`config.mk`:
```
export PLATFORM = sky130hd
export DESIGN_NAME = xadac_vload_mem
export DESIGN_NICKNAME = d
export VERILOG_FILES = /design/src/rtl/xadac_vload_mem.sv
export SDC_FILE = /design/constraint.sdc
export NUM_CORES = 1
export LEC_CHECK = 0
export CORE_MARGIN = 2
export CORE_UTILIZATION = 48
export CTS_BUF_LIST = sky130_fd_sc_hd__clkbuf_4 sky130_fd_sc_hd__clkbuf_8 sky130_fd_sc_hd__clkbuf_16
export CTS_CLUSTER_SIZE = 25
export DETAILED_ROUTE_END_ITERATION = 10
export GPL_TIMING_DRIVEN = 0
export PLACE_DENSITY = 0.81
export SETUP_SLACK_MARGIN = 0.5
export SYNTH_ARGS = -nofsm -noshare
export SYNTH_HDL_FRONTEND = slang
export SYNTH_SLANG_ARGS = --single-unit
```
`constraint.sdc`:
```
create_clock -name clk -period 4.96 [get_ports clk]
set_clock_uncertainty 0.05 [all_clocks]
set_input_delay 1.488 -clock clk [delete_from_list [all_inputs] [get_ports clk]]
set_output_delay 1.488 -clock clk [all_outputs]
set_load 0.01 [all_outputs]
```
`src/rtl/xadac_vload_mem.sv`:
```
// xadac_vload_mem: splits one AR vector-line read into Beats word reads
// on a pipelined OBI-style port and returns the assembled line on R.
// Ports: clk, rstn (async, active-low);
//   AR: axi_ar_id/addr/valid in, axi_ar_ready out;
//   R : axi_r_id/data/valid out, axi_r_ready in;
//   mem: mem_req/mem_addr out, mem_gnt/mem_rvalid/mem_rdata in.
// Macro XADAC_VLOAD_MEM_ALIGN_EN: word-align the latched base address.
package xadac_pkg;
    localparam int VectorWidth = 128;
    localparam int AddrWidth   = 32;
    localparam int IdWidth     = 4;
    typedef logic [IdWidth-1:0]     IdT;
    typedef logic [AddrWidth-1:0]   AddrT;
    typedef logic [VectorWidth-1:0] VecDataT;
endpackage

module xadac_vload_mem
    import xadac_pkg::*;
#(
    parameter int MemDataWidth   = 32,
    parameter int Beats          = VectorWidth / MemDataWidth,
    parameter int MaxOutstanding = 2
) (
    input  logic                    clk,
    input  logic                    rstn,
    input  IdT                      axi_ar_id,
    input  AddrT                    axi_ar_addr,
    input  logic                    axi_ar_valid,
    output logic                    axi_ar_ready,
    output IdT                      axi_r_id,
    output VecDataT                 axi_r_data,
    output logic                    axi_r_valid,
    input  logic                    axi_r_ready,
    output logic                    mem_req,
    output AddrT                    mem_addr,
    input  logic                    mem_gnt,
    input  logic                    mem_rvalid,
    input  logic [MemDataWidth-1:0] mem_rdata
);
    localparam int ByteShift = $clog2(MemDataWidth / 8);
    localparam int CntW      = $clog2(Beats + 1);
    localparam int OutW      = $clog2(MaxOutstanding + 1);

`ifdef XADAC_VLOAD_MEM_ALIGN_EN
    localparam AddrT AlignMask = ~AddrT'((MemDataWidth / 8) - 1);
`else
    localparam AddrT AlignMask = '1;
`endif

    typedef enum logic [1:0] {IDLE, FETCH, RESP} state_t;

    state_t          state_q, state_d;
    IdT              id_q, id_d;
    AddrT            base_q, base_d;
    VecDataT         line_q, line_d;
    logic [CntW-1:0] issue_q, issue_d;
    logic [CntW-1:0] rx_q, rx_d;
    logic [OutW-1:0] out_q, out_d;
    logic            ready_q, ready_d;
    logic            req_q, req_d;
    AddrT            addr_q, addr_d;
    logic            gnt_ok;
    logic            rv_ok;

    always_comb begin
        state_d = state_q;
        id_d    = id_q;
        base_d  = base_q;
        line_d  = line_q;
        issue_d = issue_q;
        rx_d    = rx_q;
        out_d   = out_q;
        gnt_ok  = req_q && mem_gnt;
        // rvalid with nothing outstanding is a stray and is dropped
        rv_ok   = mem_rvalid && (out_q != '0);

        unique case (state_q)
            IDLE: begin
                if (axi_ar_valid && ready_q) begin
                    id_d    = axi_ar_id;
                    base_d  = axi_ar_addr & AlignMask;
                    issue_d = '0;
                    rx_d    = '0;
                    line_d  = '0;
                    state_d = FETCH;
                end
            end
            FETCH: begin
                if (gnt_ok) begin
                    issue_d = issue_q + 1'b1;
                end
                if (rv_ok) begin
                    for (int b = 0; b < Beats; b++) begin
                        if (rx_q == CntW'(b)) begin
                            line_d[b*MemDataWidth +: MemDataWidth] = mem_rdata;
                        end
                    end
                    rx_d = rx_q + 1'b1;
                end
                case ({gnt_ok, rv_ok})
                    2'b10:   out_d = out_q + 1'b1;
                    2'b01:   out_d = out_q - 1'b1;
                    default: out_d = out_q;
                endcase
                if (rx_d == CntW'(Beats)) begin
                    state_d = RESP;
                end
            end
            RESP: begin
                if (axi_r_ready) begin
                    state_d = IDLE;
                end
            end
            default: state_d = IDLE;
        endcase

        // outputs are registered from next-state values: no input-to-output path
        ready_d = (state_d == IDLE);
        req_d   = (state_d == FETCH)
                && (issue_d < CntW'(Beats))
                && (out_d < OutW'(MaxOutstanding));
        addr_d  = base_d + (AddrT'(issue_d) << ByteShift);
    end

    always_ff @(posedge clk or negedge rstn) begin
        if (!rstn) begin
            state_q <= IDLE;
            id_q    <= '0;
            base_q  <= '0;
            line_q  <= '0;
            issue_q <= '0;
            rx_q    <= '0;
            out_q   <= '0;
            ready_q <= 1'b0;
            req_q   <= 1'b0;
            addr_q  <= '0;
        end else begin
            state_q <= state_d;
            id_q    <= id_d;
            base_q  <= base_d;
            line_q  <= line_d;
            issue_q <= issue_d;
            rx_q    <= rx_d;
            out_q   <= out_d;
            ready_q <= ready_d;
            req_q   <= req_d;
            addr_q  <= addr_d;
        end
    end

    assign axi_ar_ready = ready_q;
    assign axi_r_valid  = (state_q == RESP);
    assign axi_r_id     = id_q;
    assign axi_r_data   = line_q;
    assign mem_req      = req_q;
    assign mem_addr     = addr_q;

endmodule

```
Yosys cells after proc, flatten, opt, wreduce, memory -nomap -nowiden
Cells that the tools add are included.
{"block": "word_totals", "word_cells": 73, "ff_bits": 208, "output_inout_bits": 167, "input_bits": 74}
{"block": "classes", "n_lt_le_gt_ge": 2, "addsub": 5, "eq_ne": 15, "muxes": 22, "reduce_logical": 16}
{"cell": "128-bit two-way mux", "n": 2}
{"cell": "128-bit one-hot mux with 2 select lines", "n": 1}
{"cell": "32-bit two-way mux", "n": 6}
{"cell": "32-bit by 5-bit adder with 32-bit output", "n": 1}
{"cell": "4-bit AND reduction", "n": 4}
{"cell": "3-bit two-way mux", "n": 5}
{"cell": "2-bit != test (second input constant)", "n": 6}
{"cell": "3-bit one-hot mux with 2 select lines", "n": 2}
{"cell": "2-bit two-way mux", "n": 4}
{"cell": "3-bit by 1-bit adder with 3-bit output (second input constant)", "n": 2}
{"cell": "2-bit by 1-bit equality test with 1-bit output (second input constant)", "n": 3}
{"cell": "3-bit by 2-bit equality test with 1-bit output (second input constant)", "n": 2}
{"cell": "2-bit one-hot mux with 3 select lines", "n": 1}
{"cell": "1-bit logical AND", "n": 5}
{"cell": "2-bit equality test (second input constant)", "n": 2}
{"cell": "2-bit zero test", "n": 2}
{"cell": "2-bit one-hot mux with 2 select lines", "n": 1}
{"cell": "2-bit AND reduction", "n": 2}
{"cell": "2-bit nonzero test", "n": 2}
{"cell": "3-bit by 1-bit equality test with 1-bit output (second input constant)", "n": 1}
{"cell": "3-bit equality test (second input constant)", "n": 1}
{"cell": "3-bit zero test", "n": 1}
{"cell": "3-bit less-than comparator (second input constant)", "n": 1}
{"cell": "2-bit by 1-bit adder with 2-bit output (second input constant)", "n": 1}
{"cell": "other kinds (2)", "n": 2}

Logic depth before layout (Yosys ltp)
Gate-level depths: netlist of the first run.
{"block": "depth", "ltp_word": 10, "depth_mapped": 16, "mapped_depth_nobuf": 11}

Worst setup path before layout of the first run
Ideal clock, no wire load.
{"block": "synth_timing", "path_kind": "input to register", "start": "input port axi_ar_valid", "end": "register addr_q[30] (netlist: mem_addr[30])", "path_stages": 15, "setup_ps": 132, "path_buffers": 5, "setup_slack_ps": 557, "t_arrival_ps": 4222, "required_time_ps": 4778, "path_cell_list": "nor4bb_4 buf_6 buf_8 buf_12 buf_2 buf_2 nor2_1 mux2_2 ha_1 fa_1 a21oi_1 nor4b_1 o22ai_2 nor3_1 xor2_1"}
{"block": "synth_via", "elab_chain_cells": 4, "elab_cells_between_ends": 6, "cone_classes": "add/sub: 1; mux: 4; reduce/logical: 1"}
{"item": "start: declaration", "line_no": "28", "text": "input logic axi_ar_valid,"}
{"item": "1-bit logical AND", "line_no": "79", "text": "if (axi_ar_valid && ready_q) begin"}
{"item": "3-bit two-way mux", "line_no": "79"}
{"item": "3-bit one-hot mux with 2 select lines", "line_no": "77", "text": "unique case (state_q)"}
{"item": "via issue_d[0]", "line_no": "56", "text": "logic [CntW-1:0] issue_q, issue_d;"}
{"item": "32-bit by 5-bit adder with 32-bit output", "line_no": "122", "text": "addr_d = base_d + (AddrT'(issue_d) << ByteShift);"}
{"item": "via addr_d[30]", "line_no": "61", "text": "AddrT addr_q, addr_d;"}
{"item": "end signal: assignment", "line_no": "147", "text": "addr_q <= addr_d;"}
{"item": "end: declaration", "line_no": "61"}
The timed path passes the listed nets, and every way through them passes these cells.
A chain may end at the register's enable or synchronous reset.

Worst setup path after layout of the first run
Same ends and word-level chain as after synthesis.

==> run_summary.xml, run 1 <==
<?xml version="1.0" encoding="UTF-8"?>
<metrics>
  <group name="status">
    <metric name="outcome" unit="">complete, no violations</metric>
  </group>
  <group name="route">
    <metric name="vias" unit="">7130</metric>
    <metric name="wl" unit="µm">24200</metric>
    <metric name="drc_errors" unit="">0</metric>
    <metric name="final_ant_viol_nets" unit="">0</metric>
    <metric name="drt_pre_antenna_iters" unit="">5</metric>
    <metric name="initialDrtViolationCount" unit="">358</metric>
    <metric name="detail_route.vias_per_cell" unit="">5.39</metric>
    <metric name="wl_per_cell" unit="µm">18.3</metric>
  </group>
  <group name="finish">
    <metric name="post_layout_nonfiller_instances" unit="">1323</metric>
    <metric name="drive_above_1_share" unit="%">7.29</metric>
    <metric name="antennaDiodeCount" unit="">0</metric>
    <metric name="finish.utilization" unit="%">69.2</metric>
    <metric name="final_net_count" unit="">1171</metric>
    <metric name="layout-area-overhead-vs-synth" unit="%">41.8</metric>
  </group>
  <group name="worst_setup_path">
    <metric name="setup.worst_path.class" unit="">in2reg</metric>
    <metric name="critPathArrivalTime" unit="ps">4630</metric>
    <metric name="reg2regPathDepth" unit="">17</metric>
    <metric name="worst_setup_path_end_kind" unit="">flop</metric>
    <metric name="crit-reg2reg-capture" unit="">mem_addr[30]$_DFF_PN0_</metric>
    <metric name="critical_path_required" unit="ps">5270</metric>
    <metric name="crit_path_start_kind" unit="">input port</metric>
    <metric name="rr_startpoint" unit="">state_q[0]$_DFF_PN0_</metric>
    <metric name="cp_max_fo" unit="">10</metric>
    <metric name="rrSetupSlack" unit="ps">1330</metric>
  </group>
  <group name="timing">
    <metric name="setup-violations-final" unit="">0</metric>
    <metric name="rsz_0062_raised_after_global_routing" unit="">no</metric>
    <metric name="fin_worst_hold_slack" unit="ps">423</metric>
    <metric name="post-route-min-period" unit="ps">4310</metric>
    <metric name="tightest_slew" unit="ps">919</metric>
    <metric name="finalWorstSetupSlack" unit="ps">646</metric>
    <metric name="maxSlewViolCount" unit="">0</metric>
    <metric name="timing.max_slew.rel_slack" unit="%">38.3</metric>
    <metric name="period_share" unit="%">87.0</metric>
    <metric name="timing.final.hold_violations" unit="">0</metric>
    <metric name="max_freq" unit="MHz">232</metric>
  </group>
  <group name="place">
    <metric name="detailed_placer_s_ending_hpwl" unit="µm">17100</metric>
    <metric name="gp_congestion" unit="">0.853</metric>
    <metric name="io_buffer_count" unit="">240</metric>
    <metric name="detailedPlace.worstSlack" unit="ps">-668</metric>
    <metric name="place_inst" unit="">1285</metric>
  </group>
  <group name="run">
    <metric name="timing.max_cap.violations" unit="">0</metric>
  </group>
  <group name="power_and_ir_drop">
    <metric name="switching_share" unit="%">36.7</metric>
    <metric name="share_clk_of_total_power" unit="%">20.5</metric>
    <metric name="total_switching_power" unit="µW">2940</metric>
    <metric name="power_frac_comb" unit="%">43.6</metric>
    <metric name="power_report.internal_total" unit="µW">5070</metric>
    <metric name="p_total" unit="µW">8020</metric>
    <metric name="power_leakage" unit="µW">0.00536</metric>
    <metric name="power.density_cell_area" unit="mW/mm²">672</metric>
    <metric name="seq_power_share" unit="%">35.9</metric>
    <metric name="worst_ir_drop_vdd" unit="µV">335</metric>
  </group>
  <group name="global_routing">
    <metric name="grt_pass1_wl" unit="µm">37600</metric>
    <metric name="number_of_global_route_vias_before_repair" unit="">7078</metric>
    <metric name="grt_antenna_before_repair" unit="">1</metric>
    <metric name="grt_start_max_net_pins" unit="">107</metric>
    <metric name="all_layer_gr_usage" unit="%">25.9</metric>
    <metric name="grt.overflow.total" unit="">0</metric>
  </group>
  <group name="synthesis">
    <metric name="synth.lib_cells_used.distinct" unit="">53</metric>
    <metric name="mappedNetlistArea" unit="mm²">0.00842</metric>
    <metric name="synth_flop_cell" unit="">dfrtp_1</metric>
    <metric name="ys_seq_area_share" unit="%">61.3</metric>
    <metric name="synth_edf_count" unit="">0</metric>
    <metric name="yosysWarningCount" unit="">0</metric>
    <metric name="yosys_register_bits" unit="">206</metric>
    <metric name="synth.avg_cell_area" unit="µm²">10.3</metric>
    <metric name="synth_async_sr_flop_share" unit="%">100</metric>
    <metric name="synthCells" unit="">819</metric>
    <metric name="post_synthesis_net_count" unit="">904</metric>
  </group>
  <group name="clock_network">
    <metric name="clock_insertion_delay_worst_skew" unit="ps">500</metric>
    <metric name="clkTransAtPathRegs" unit="ps">60</metric>
    <metric name="htreeDepth" unit="">1</metric>
    <metric name="cts_num_sinks" unit="">206</metric>
    <metric name="cts_root_buf" unit="">clkbuf_16</metric>
    <metric name="post_cts_hold_buffer_count" unit="">0</metric>
    <metric name="cts_tree" unit="">yes</metric>
    <metric name="tritoncts.num_buffers" unit="">22</metric>
    <metric name="longest_clk_path_bufs" unit="">3</metric>
  </group>
  <group name="hold_path">
    <metric name="destination_of_the_worst_hold_path" unit="">base_q[2]$_DFF_PN0_</metric>
    <metric name="hold_depth" unit="">2</metric>
    <metric name="hold_path.class" unit="">reg2reg</metric>
    <metric name="hold_path_start" unit="">base_q[2]$_DFF_PN0_</metric>
  </group>
  <group name="die">
    <metric name="dieHeight" unit="µm">136</metric>
    <metric name="initial_utilization" unit="%">48.8</metric>
    <metric name="io_pins" unit="">241</metric>
    <metric name="die_width" unit="µm">136</metric>
    <metric name="design.die.area" unit="mm²">0.0186</metric>
    <metric name="core_area" unit="mm²">0.0172</metric>
    <metric name="row_count" unit="">48</metric>
  </group>
</metrics>
## logic make-up (layout without fill, tap and decap cells)
kind of cell	count (synthesis)	count (layout)	synth area share [%]
adders and majority gates	11	11	1.72
AOI/OAI and AO/OA	163	163	10.7
DFF	206	206	61.3
and+or+nand+nor	333	333	17.4
buffers and inverters	56	335	3.37
muxes	20	20	2.47
xor gates and xnor gates	30	30	3.12
## repair_timing
| item | CTS | global route |
|---|---|---|
| pin swaps | 3 | 0 |
| setup buffers | 2 | 0 |
| endpoints found under the setup margin | 21 | 6 |
| cloned | 0 | 0 |
| gates resized for setup | 11 | 4 |
## synth_stat cells, types with 4 or more instances
| library cell | number | share of area, % |
|---|---|---|
| a21oi_1 | 5 | 0.30 |
| a22o_1 | 4 | 0.42 |
| and3_1 | 7 | 0.52 |
| buf_2 | 7 | 0.42 |
| buf_6 | 4 | 0.54 |
| clkbuf_1 | 28 | 1.2 |
| dfrtp_1 | 206 | 61 |
| ha_1 | 10 | 1.5 |
| inv_1 | 11 | 0.49 |
| mux2_2 | 6 | 0.80 |
| mux2i_1 | 14 | 1.7 |
| nand2_1 | 255 | 11 |
| nand2b_1 | 4 | 0.30 |
| nand3_1 | 10 | 0.59 |
| nand4_1 | 9 | 0.67 |
| nor2_1 | 13 | 0.58 |
| nor3_1 | 10 | 0.59 |
| o21ai_0 | 132 | 7.9 |
| o21ai_1 | 6 | 0.36 |
| xnor2_1 | 17 | 1.8 |
| xor2_1 | 13 | 1.4 |
## flip-flops by register name (all words and copies together) (netlist names)
signal,count
axi_ar_ready,1
base_q,30
rx_q,3
out_q,2
state_q,2
mem_addr,32
axi_r_data,128
mem_req,1
axi_r_id,4
issue_q,3
## worst max-delay path: stages
cell,delay (ps)
dlygate4sd2_1,260
nor4bb_4,230
buf_6,140
buf_8,140
buf_12,150
buf_8,150
buf_6,150
nor2_1,60
mux2_2,280
ha_1,240
fa_2,410
a21oi_4,230
nor4b_2,90
o22ai_2,220
buf_12,160
nor3_1,50
xor2_1,170
## per-stage QoR
step,area (µm²),setup TNS (ps)
after floorplan,8420,0
after global placement,11100,-1267240
after detailed placement,11100,-7590
after CTS,11900,0
after global routing,11900,0
final,11900,0
## placed cells by master (no fill, tap or decap), types with 3 or more instances in the layout
master / count
nand2_1: 255
clkdlybuf4s50_1: 238
dfrtp_1: 206
o21ai_0: 132
clkbuf_1: 27
clkbuf_16: 23
xnor2_1: 17
mux2i_1: 14
nor2_1: 13
xor2_1: 13
inv_1: 11
nor3_1: 10
nand3_1: 10
ha_1: 10
nand4_1: 9
and3_1: 7
mux2_2: 6
o21ai_1: 6
buf_6: 5
clkbuf_4: 5
clkinv_2: 5
buf_2: 4
nand2b_1: 4
a22o_1: 4
a21oi_1: 4
buf_8: 3
a21o_1: 3
nor4_1: 3
nor4b_2: 3
or3_1: 3
buf_4: 3
clkbuf_8: 3
## cell type report
class	count	area, µm²
inverters	13	48.8
fillers	1323	5310
multi-input cells	557	3000
flip-flops and latches	206	5150
well taps	225	282
plain buffers	43	258
clock inverters	7	85.1
repair buffers	243	2460
clock buffers	29	639
## worst max-delay path by stage
stage                     slack, ps  cells after the start                         end         start
final                           650                     17      mem_addr[30]$_DFF_PN0_  axi_ar_valid
after global routing            510                     17      mem_addr[30]$_DFF_PN0_  axi_ar_valid
after CTS                       640                     15      mem_addr[28]$_DFF_PN0_  axi_ar_valid
after detailed placement       -670                     16      mem_addr[30]$_DFF_PN0_  axi_ar_valid
after global placement        -6140                      1  axi_r_data[71]$_DFFE_PN0P_          rstn
after floorplan                 560                     15      mem_addr[30]$_DFF_PN0_  axi_ar_valid
## power groups by stage
stage	sequential, µW	clock [µW]	combinational, µW
3_3_place_gp	2860	0	3370
6_report	2880	1650	3490
5_1_grt	2950	1740	3820
2_1_floorplan	3080	0	1350
3_5_place_dp	2880	0	3460
4_1_cts	2870	1670	3520
## metal layers
metal	vias to the layer above	GRT usage, %	wire [µm]
met5	-	0	13
met4	2	8.33	573
met3	47	7.08	2290
met2	345	43.4	11700
met1	3461	32.8	9630
li1	3275	-	-
Note: power is estimated with default switching activity, not from simulation.
==> run 2, diff against run 1 <==
--- a/config.mk
+++ b/config.mk
@@ -6,12 +6,12 @@
 export NUM_CORES = 1
 export LEC_CHECK = 0
 export CORE_MARGIN = 2
-export CORE_UTILIZATION = 48
+export CORE_UTILIZATION = 43
 export CTS_BUF_LIST = sky130_fd_sc_hd__clkbuf_4 sky130_fd_sc_hd__clkbuf_8 sky130_fd_sc_hd__clkbuf_16
 export CTS_CLUSTER_SIZE = 25
 export DETAILED_ROUTE_END_ITERATION = 10
 export GPL_TIMING_DRIVEN = 0
-export PLACE_DENSITY = 0.81
+export PLACE_DENSITY = 0.76
 export SETUP_SLACK_MARGIN = 0.5
 export SYNTH_ARGS = -nofsm -noshare
 export SYNTH_HDL_FRONTEND = slang
==> constraint.sdc (replaced) <==
create_clock -name clk -period 3.7 [get_ports clk]
set_clock_uncertainty 0.05 [all_clocks]
set_input_delay 1.11 -clock clk [delete_from_list [all_inputs] [get_ports clk]]
set_output_delay 1.11 -clock clk [all_outputs]
set_load 0.01 [all_outputs]
==> run_summary.xml, run 2 (synthesis gave the netlist of run 1 again) <==
<?xml version="1.0" encoding="UTF-8"?>
<metrics>
  <group name="timing">
    <metric name="tightest_slew" unit="ps">948</metric>
    <metric name="timing.max_slew.rel_slack" unit="%">36.4</metric>
    <metric name="period_share" unit="%">89.4</metric>
    <metric name="post-route-min-period" unit="ps">3310</metric>
    <metric name="rsz_0062_raised_after_global_routing" unit="">yes</metric>
    <metric name="maxSlewViolCount" unit="">0</metric>
    <metric name="timing.final.hold_violations" unit="">0</metric>
    <metric name="setup-violations-final" unit="">0</metric>
    <metric name="fin_worst_hold_slack" unit="ps">423</metric>
    <metric name="max_freq" unit="MHz">302</metric>
  </group>
  <group name="worst_setup_path">
    <metric name="chain_of_cells_forming_the_critical_path" unit="">buf_8 -&gt; nor4bb_4 -&gt; buf_6 -&gt; buf_12 -&gt; buf_12 -&gt; buf_12 -&gt; buf_8 -&gt; nor2_4 -&gt; mux2_4 -&gt; ha_4 -&gt; fa_2 -&gt; a21oi_4 -&gt; nor4b_4 -&gt; o22ai_4 -&gt; buf_12 -&gt; a211oi_2 -&gt; xor2_1</metric>
    <metric name="reg2regPathDepth" unit="">15</metric>
    <metric name="timing.critical_path.from" unit="">axi_ar_valid</metric>
    <metric name="critical_path_required" unit="ps">4030</metric>
    <metric name="worst_setup_path_end_kind" unit="">flop</metric>
    <metric name="worst-path-stages" unit="">17</metric>
    <metric name="critical-path-top-cell-by-count" unit="">buf_12</metric>
    <metric name="worst-path-buf-inv" unit="">7</metric>
    <metric name="rr_startpoint" unit="">state_q[0]$_DFF_PN0_</metric>
    <metric name="crit_path_start_kind" unit="">input port</metric>
    <metric name="critPathArrivalTime" unit="ps">3640</metric>
    <metric name="crit-reg2reg-capture" unit="">mem_addr[26]$_DFF_PN0_</metric>
    <metric name="timing.critical_path.slowest_stage_cell" unit="">fa_2</metric>
    <metric name="endpoint" unit="">mem_addr[26]$_DFF_PN0_</metric>
    <metric name="crit_path_max_incr_delay" unit="ps">370</metric>
    <metric name="setup.worst_path.class" unit="">in2reg</metric>
    <metric name="rrSetupSlack" unit="ps">430</metric>
    <metric name="cp_max_fo" unit="">8</metric>
    <metric name="critical_path.top_delay_family" unit="">buffers and inverters</metric>
  </group>
  <group name="finish">
    <metric name="antennaDiodeCount" unit="">0</metric>
    <metric name="drive_above_1_share" unit="%">10.4</metric>
    <metric name="most-common-layout-cells" unit="">nand2_1, clkdlybuf4s50_1, dfrtp_1, o21ai_0, clkbuf_1</metric>
    <metric name="final_net_count" unit="">1184</metric>
    <metric name="layout-area-overhead-vs-synth" unit="%">45.8</metric>
    <metric name="finish.utilization" unit="%">63.5</metric>
    <metric name="largest_reg_flops" unit="">128</metric>
    <metric name="mostFrequentLayoutCell" unit="">nand2_1</metric>
  </group>
  <group name="route">
    <metric name="wl_per_cell" unit="µm">17.4</metric>
    <metric name="detail_route.vias_per_cell" unit="">5.07</metric>
    <metric name="drt_pre_antenna_iters" unit="">4</metric>
    <metric name="vias" unit="">7001</metric>
    <metric name="drc_errors" unit="">0</metric>
    <metric name="initialDrtViolationCount" unit="">353</metric>
    <metric name="final_ant_viol_nets" unit="">0</metric>
    <metric name="wl" unit="µm">24000</metric>
  </group>
  <group name="die">
    <metric name="initial_utilization" unit="%">43.5</metric>
    <metric name="die_width" unit="µm">144</metric>
    <metric name="design.die.area" unit="mm²">0.0207</metric>
    <metric name="core_area" unit="mm²">0.0193</metric>
    <metric name="row_count" unit="">51</metric>
    <metric name="dieHeight" unit="µm">144</metric>
    <metric name="io_pins" unit="">241</metric>
  </group>
  <group name="clock_network">
    <metric name="cts_tree" unit="">yes</metric>
    <metric name="clkTransAtPathRegs" unit="ps">60</metric>
    <metric name="clock_insertion_delay_worst_skew" unit="ps">500</metric>
    <metric name="cts_num_sinks" unit="">206</metric>
    <metric name="post_cts_hold_buffer_count" unit="">0</metric>
    <metric name="tritoncts.num_buffers" unit="">22</metric>
    <metric name="htreeDepth" unit="">1</metric>
    <metric name="cts_root_buf" unit="">clkbuf_16</metric>
    <metric name="longest_clk_path_bufs" unit="">3</metric>
  </group>
  <group name="global_routing">
    <metric name="number_of_global_route_vias_before_repair" unit="">7142</metric>
    <metric name="grt.overflow.total" unit="">0</metric>
    <metric name="grt_pass1_wl" unit="µm">37400</metric>
    <metric name="grt_start_max_net_pins" unit="">110</metric>
    <metric name="all_layer_gr_usage" unit="%">23.0</metric>
    <metric name="grt_antenna_before_repair" unit="">0</metric>
  </group>
  <group name="hold_path">
    <metric name="hold_path.class" unit="">reg2reg</metric>
  </group>
  <group name="place">
    <metric name="gp_congestion" unit="">0.826</metric>
    <metric name="io_buffer_count" unit="">240</metric>
    <metric name="detailed_placer_s_ending_hpwl" unit="µm">17300</metric>
  </group>
  <group name="power_and_ir_drop">
    <metric name="power.density_cell_area" unit="mW/mm²">884</metric>
    <metric name="worst_ir_drop_vdd" unit="µV">449</metric>
    <metric name="power_leakage" unit="µW">0.00547</metric>
    <metric name="p_total" unit="µW">10900</metric>
  </group>
  <group name="run">
    <metric name="timing.max_cap.violations" unit="">0</metric>
  </group>
  <group name="status">
    <metric name="outcome" unit="">complete, no violations</metric>
  </group>
</metrics>
==> run 2: cell count changes in the layout (fill, tap and decap cells not counted), sizes merged <==
cell	before	now
clkbuf	58	55
buf	18	33
clkinv	5	11
dlygate4sd2	1	0
==> run 2: power by group <==
part	leakage, µW	internal, µW	total (µW)	switching, µW
clock	0.000378	1330	2210	884
combinational	0.00246	2280	4810	2520
sequential	0.00263	3270	3830	567
total	0.00547	6880	10900	3980
==> run 2: how the worst min path moves through the flow <==
stage / from / end / slack, ps / cells after the start
2_1_floorplan: base_q[4]$_DFF_PN0_ / base_q[4]$_DFF_PN0_ / 390 / 2
6_report: axi_r_id[0]$_DFFE_PN0P_ / axi_r_id[0]$_DFFE_PN0P_ / 420 / 2
4_1_cts: axi_r_id[0]$_DFFE_PN0P_ / axi_r_id[0]$_DFFE_PN0P_ / 430 / 2
5_1_grt: axi_r_data[53]$_DFFE_PN0P_ / axi_r_data[53]$_DFFE_PN0P_ / 450 / 2
3_3_place_gp: axi_r_id[0]$_DFFE_PN0P_ / axi_r_id[0]$_DFFE_PN0P_ / 410 / 2
3_5_place_dp: axi_r_id[0]$_DFFE_PN0P_ / axi_r_id[0]$_DFFE_PN0P_ / 410 / 2
==> run 2: cell type report <==
type,count,area [µm²]
buffer,43,278
clock buffer,27,618
clock inverter,13,119
fill,1568,7060
inverter,13,48.8
multi-input combinational,557,3140
sequential,206,5150
tap,265,332
timing repair buffer,256,2580
==> run 2: worst reg2reg max path: cells and delay by family, from the launching register on <==
kind            cells  cell delay, ps
buf+inv             5             920
xor+xnor            1             180
flops               1             390
simple gates        4             610
fa+ha+maj           2             540
compound gates      3             480
==> run 2: per-layer routing <==
metal | GRT usage, % | wire length (µm)
met1 | 29.6 | 9800
met2 | 38.5 | 11400
met3 | 5.73 | 2250
met4 | 7.02 | 549
met5 | 0 | 0
==> run 2: what timing repair did <==
item,4_1_cts,5_1_grt
pin swaps,13,3
hold endpoints to repair,0,0
cloned,0,0
setup endpoints to repair,60,18
resized for setup,30,5
buffers inserted,11,4
==> run 2: per-stage QoR <==
step | TNS (ps) | worst slack [ps] | area [µm²] | instances
global placement | -1469310 | -7050 | 11200 | 1324
finish | 0 | 391 | 12300 | 1380
CTS | 0 | 387 | 12200 | 1376
floorplan | -439 | -79.7 | 8490 | 819
global route | 0 | 272 | 12300 | 1380
detailed placement | -23320 | -1160 | 11300 | 1325
==> run 3, diff against run 2 <==
--- a/config.mk
+++ b/config.mk
@@ -13,6 +13,7 @@
 export GPL_TIMING_DRIVEN = 0
 export PLACE_DENSITY = 0.76
 export SETUP_SLACK_MARGIN = 0.5
+export SKIP_LAST_GASP = 1
 export SYNTH_ARGS = -nofsm -noshare
 export SYNTH_HDL_FRONTEND = slang
 export SYNTH_SLANG_ARGS = --single-unit
==> constraint.sdc (replaced) <==
create_clock -name clk -period 3.7 [get_ports clk]
set_clock_uncertainty 0.05 [all_clocks]
set_input_delay 1.11 -clock clk [delete_from_list [all_inputs] [get_ports clk]]
set_output_delay 1.11 -clock clk [all_outputs]
set_load 0.05 [all_outputs]
==> run_summary.xml, run 3 (synthesis gave the netlist of run 1 again) <==
<?xml version="1.0" encoding="UTF-8"?>
<metrics>
  <group name="status">
    <metric name="outcome" unit="">complete, no violations</metric>
  </group>
  <group name="clock_network">
    <metric name="longest_clk_path_bufs" unit="">3</metric>
    <metric name="htreeDepth" unit="">1</metric>
    <metric name="clkTransAtPathRegs" unit="ps">60</metric>
    <metric name="post_cts_hold_buffer_count" unit="">0</metric>
    <metric name="cts_root_buf" unit="">clkbuf_16</metric>
    <metric name="clock_insertion_delay_worst_skew" unit="ps">500</metric>
    <metric name="tritoncts.num_buffers" unit="">22</metric>
    <metric name="cts_num_sinks" unit="">206</metric>
    <metric name="cts_tree" unit="">yes</metric>
  </group>
  <group name="power_and_ir_drop">
    <metric name="total_switching_power" unit="µW">6400</metric>
    <metric name="power_report.internal_total" unit="µW">6860</metric>
    <metric name="power_frac_comb" unit="%">54.4</metric>
    <metric name="share_clk_of_total_power" unit="%">16.7</metric>
    <metric name="p_total" unit="µW">13300</metric>
    <metric name="switching_share" unit="%">48.3</metric>
    <metric name="worst_ir_drop_vdd" unit="µV">577</metric>
    <metric name="seq_power_share" unit="%">28.9</metric>
    <metric name="power.density_cell_area" unit="mW/mm²">1080</metric>
    <metric name="power_leakage" unit="µW">0.00548</metric>
  </group>
  <group name="place">
    <metric name="io_buffer_count" unit="">240</metric>
    <metric name="detailed_placer_s_ending_hpwl" unit="µm">17300</metric>
    <metric name="gp_congestion" unit="">0.826</metric>
    <metric name="detailedPlace.worstSlack" unit="ps">-1160</metric>
    <metric name="place_inst" unit="">1325</metric>
  </group>
  <group name="worst_setup_path">
    <metric name="cp_max_fo" unit="">8</metric>
    <metric name="rrSetupSlack" unit="ps">430</metric>
    <metric name="rr_startpoint" unit="">state_q[0]$_DFF_PN0_</metric>
    <metric name="critPathArrivalTime" unit="ps">3640</metric>
    <metric name="setup.worst_path.class" unit="">in2reg</metric>
    <metric name="critical_path_required" unit="ps">4030</metric>
    <metric name="crit_path_start_kind" unit="">input port</metric>
    <metric name="worst_setup_path_end_kind" unit="">flop</metric>
    <metric name="reg2regPathDepth" unit="">15</metric>
    <metric name="crit-reg2reg-capture" unit="">mem_addr[26]$_DFF_PN0_</metric>
  </group>
  <group name="global_routing">
    <metric name="grt_start_max_net_pins" unit="">110</metric>
    <metric name="grt_antenna_before_repair" unit="">0</metric>
    <metric name="grt_pass1_wl" unit="µm">37400</metric>
    <metric name="grt.overflow.total" unit="">0</metric>
    <metric name="number_of_global_route_vias_before_repair" unit="">7142</metric>
    <metric name="all_layer_gr_usage" unit="%">23.0</metric>
  </group>
  <group name="die">
    <metric name="core_area" unit="mm²">0.0193</metric>
    <metric name="design.die.area" unit="mm²">0.0207</metric>
    <metric name="io_pins" unit="">241</metric>
    <metric name="row_count" unit="">51</metric>
    <metric name="initial_utilization" unit="%">43.5</metric>
    <metric name="die_width" unit="µm">144</metric>
    <metric name="dieHeight" unit="µm">144</metric>
  </group>
  <group name="route">
    <metric name="detail_route.vias_per_cell" unit="">5.07</metric>
    <metric name="final_ant_viol_nets" unit="">0</metric>
    <metric name="wl" unit="µm">24000</metric>
    <metric name="wl_per_cell" unit="µm">17.4</metric>
    <metric name="vias" unit="">7001</metric>
    <metric name="drt_pre_antenna_iters" unit="">4</metric>
    <metric name="drc_errors" unit="">0</metric>
    <metric name="initialDrtViolationCount" unit="">352</metric>
  </group>
  <group name="timing">
    <metric name="post-route-min-period" unit="ps">3310</metric>
    <metric name="timing.max_slew.rel_slack" unit="%">36.4</metric>
    <metric name="setup-violations-final" unit="">0</metric>
    <metric name="fin_worst_hold_slack" unit="ps">423</metric>
    <metric name="maxSlewViolCount" unit="">0</metric>
    <metric name="rsz_0062_raised_after_global_routing" unit="">yes</metric>
    <metric name="max_freq" unit="MHz">302</metric>
    <metric name="tightest_slew" unit="ps">948</metric>
    <metric name="period_share" unit="%">89.4</metric>
    <metric name="timing.final.hold_violations" unit="">0</metric>
    <metric name="finalWorstSetupSlack" unit="ps">391</metric>
  </group>
  <group name="finish">
    <metric name="antennaDiodeCount" unit="">0</metric>
    <metric name="fillers" unit="">1569</metric>
    <metric name="most-common-layout-cells" unit="">nand2_1, clkdlybuf4s50_1, dfrtp_1, o21ai_0, clkbuf_1</metric>
    <metric name="post_layout_nonfiller_instances" unit="">1380</metric>
    <metric name="layout-area-overhead-vs-synth" unit="%">45.8</metric>
    <metric name="largest_reg_flops" unit="">128</metric>
    <metric name="final_net_count" unit="">1184</metric>
    <metric name="mostFrequentLayoutCell" unit="">nand2_1</metric>
    <metric name="drive_above_1_share" unit="%">10.4</metric>
  </group>
  <group name="hold_path">
    <metric name="hold_path_start" unit="">axi_r_id[0]$_DFFE_PN0P_</metric>
    <metric name="hold_depth" unit="">2</metric>
    <metric name="hold_path.class" unit="">reg2reg</metric>
    <metric name="destination_of_the_worst_hold_path" unit="">axi_r_id[0]$_DFFE_PN0P_</metric>
  </group>
  <group name="run">
    <metric name="timing.max_cap.violations" unit="">0</metric>
  </group>
</metrics>
[run 3: what timing repair did]
action / 4_1_cts / 5_1_grt
gates cloned: 0 / 0
pin swaps: 13 / 3
setup buffers: 11 / 4
setup endpoints to repair: 61 / 18
resized for setup: 31 / 5
[run 3: worst max path at each step]
stage / startpoint / slack (ps) / end
2_1_floorplan: axi_ar_valid / -80 / mem_addr[28]$_DFF_PN0_
3_3_place_gp: rstn / -7050 / mem_addr[25]$_DFF_PN0_
3_5_place_dp: axi_ar_valid / -1160 / mem_addr[26]$_DFF_PN0_
4_1_cts: axi_ar_valid / 390 / mem_addr[26]$_DFF_PN0_
5_1_grt: axi_ar_valid / 270 / mem_addr[26]$_DFF_PN0_
6_report: axi_ar_valid / 390 / mem_addr[26]$_DFF_PN0_
[run 3: stage by stage]
step           setup TNS, ps  instance area, µm²  util, %
2_1_floorplan           -444                8490        -
3_3_place_gp        -1469310               11200     58.0
3_5_place_dp          -23320               11300     58.2
4_1_cts                    0               12200     63.2
5_1_grt                    0               12300     63.5
6_report                   0               12300     63.5
[run 3: power groups by stage]
stage | Combinational [µW] | Sequential [µW] | Clock [µW]
after floorplan | 1890 | 6490 | 0
after global placement | 7010 | 3840 | 0
after detailed placement | 7110 | 3850 | 0
after CTS | 7250 | 3830 | 2250
after global routing | 7700 | 3940 | 2340
final | 7220 | 3830 | 2210
[run 3: worst max-delay path: stages]
cell and delay (ps):
buf_8 70, nor4bb_4 190, buf_6 150, buf_12 90, buf_12 90, buf_12 90
buf_8 100, nor2_4 30, mux2_4 280, ha_4 170, fa_2 370, a21oi_4 230
nor4b_4 90, o22ai_4 200, buf_12 150, a211oi_2 40, xor2_1 180
[run 3: area by class of cell]
cell class | count | area [µm²] | share of cell area [%]
sequential | 206 | 5150 | 42.0
multi-input combinational | 557 | 3140 | 25.6
timing repair buffer | 256 | 2580 | 21.0
clock buffer | 27 | 618 | 5.04
tap | 265 | 332 | 2.70
buffer | 43 | 278 | 2.26
clock inverter | 13 | 119 | 0.969
inverter | 13 | 48.8 | 0.398
[run 3: per-layer routing]
metal,global-route usage (%),routed length [µm]
met1,29.6,9800
met2,38.5,11400
met3,5.73,2250
met4,7.02,549
met5,0,0
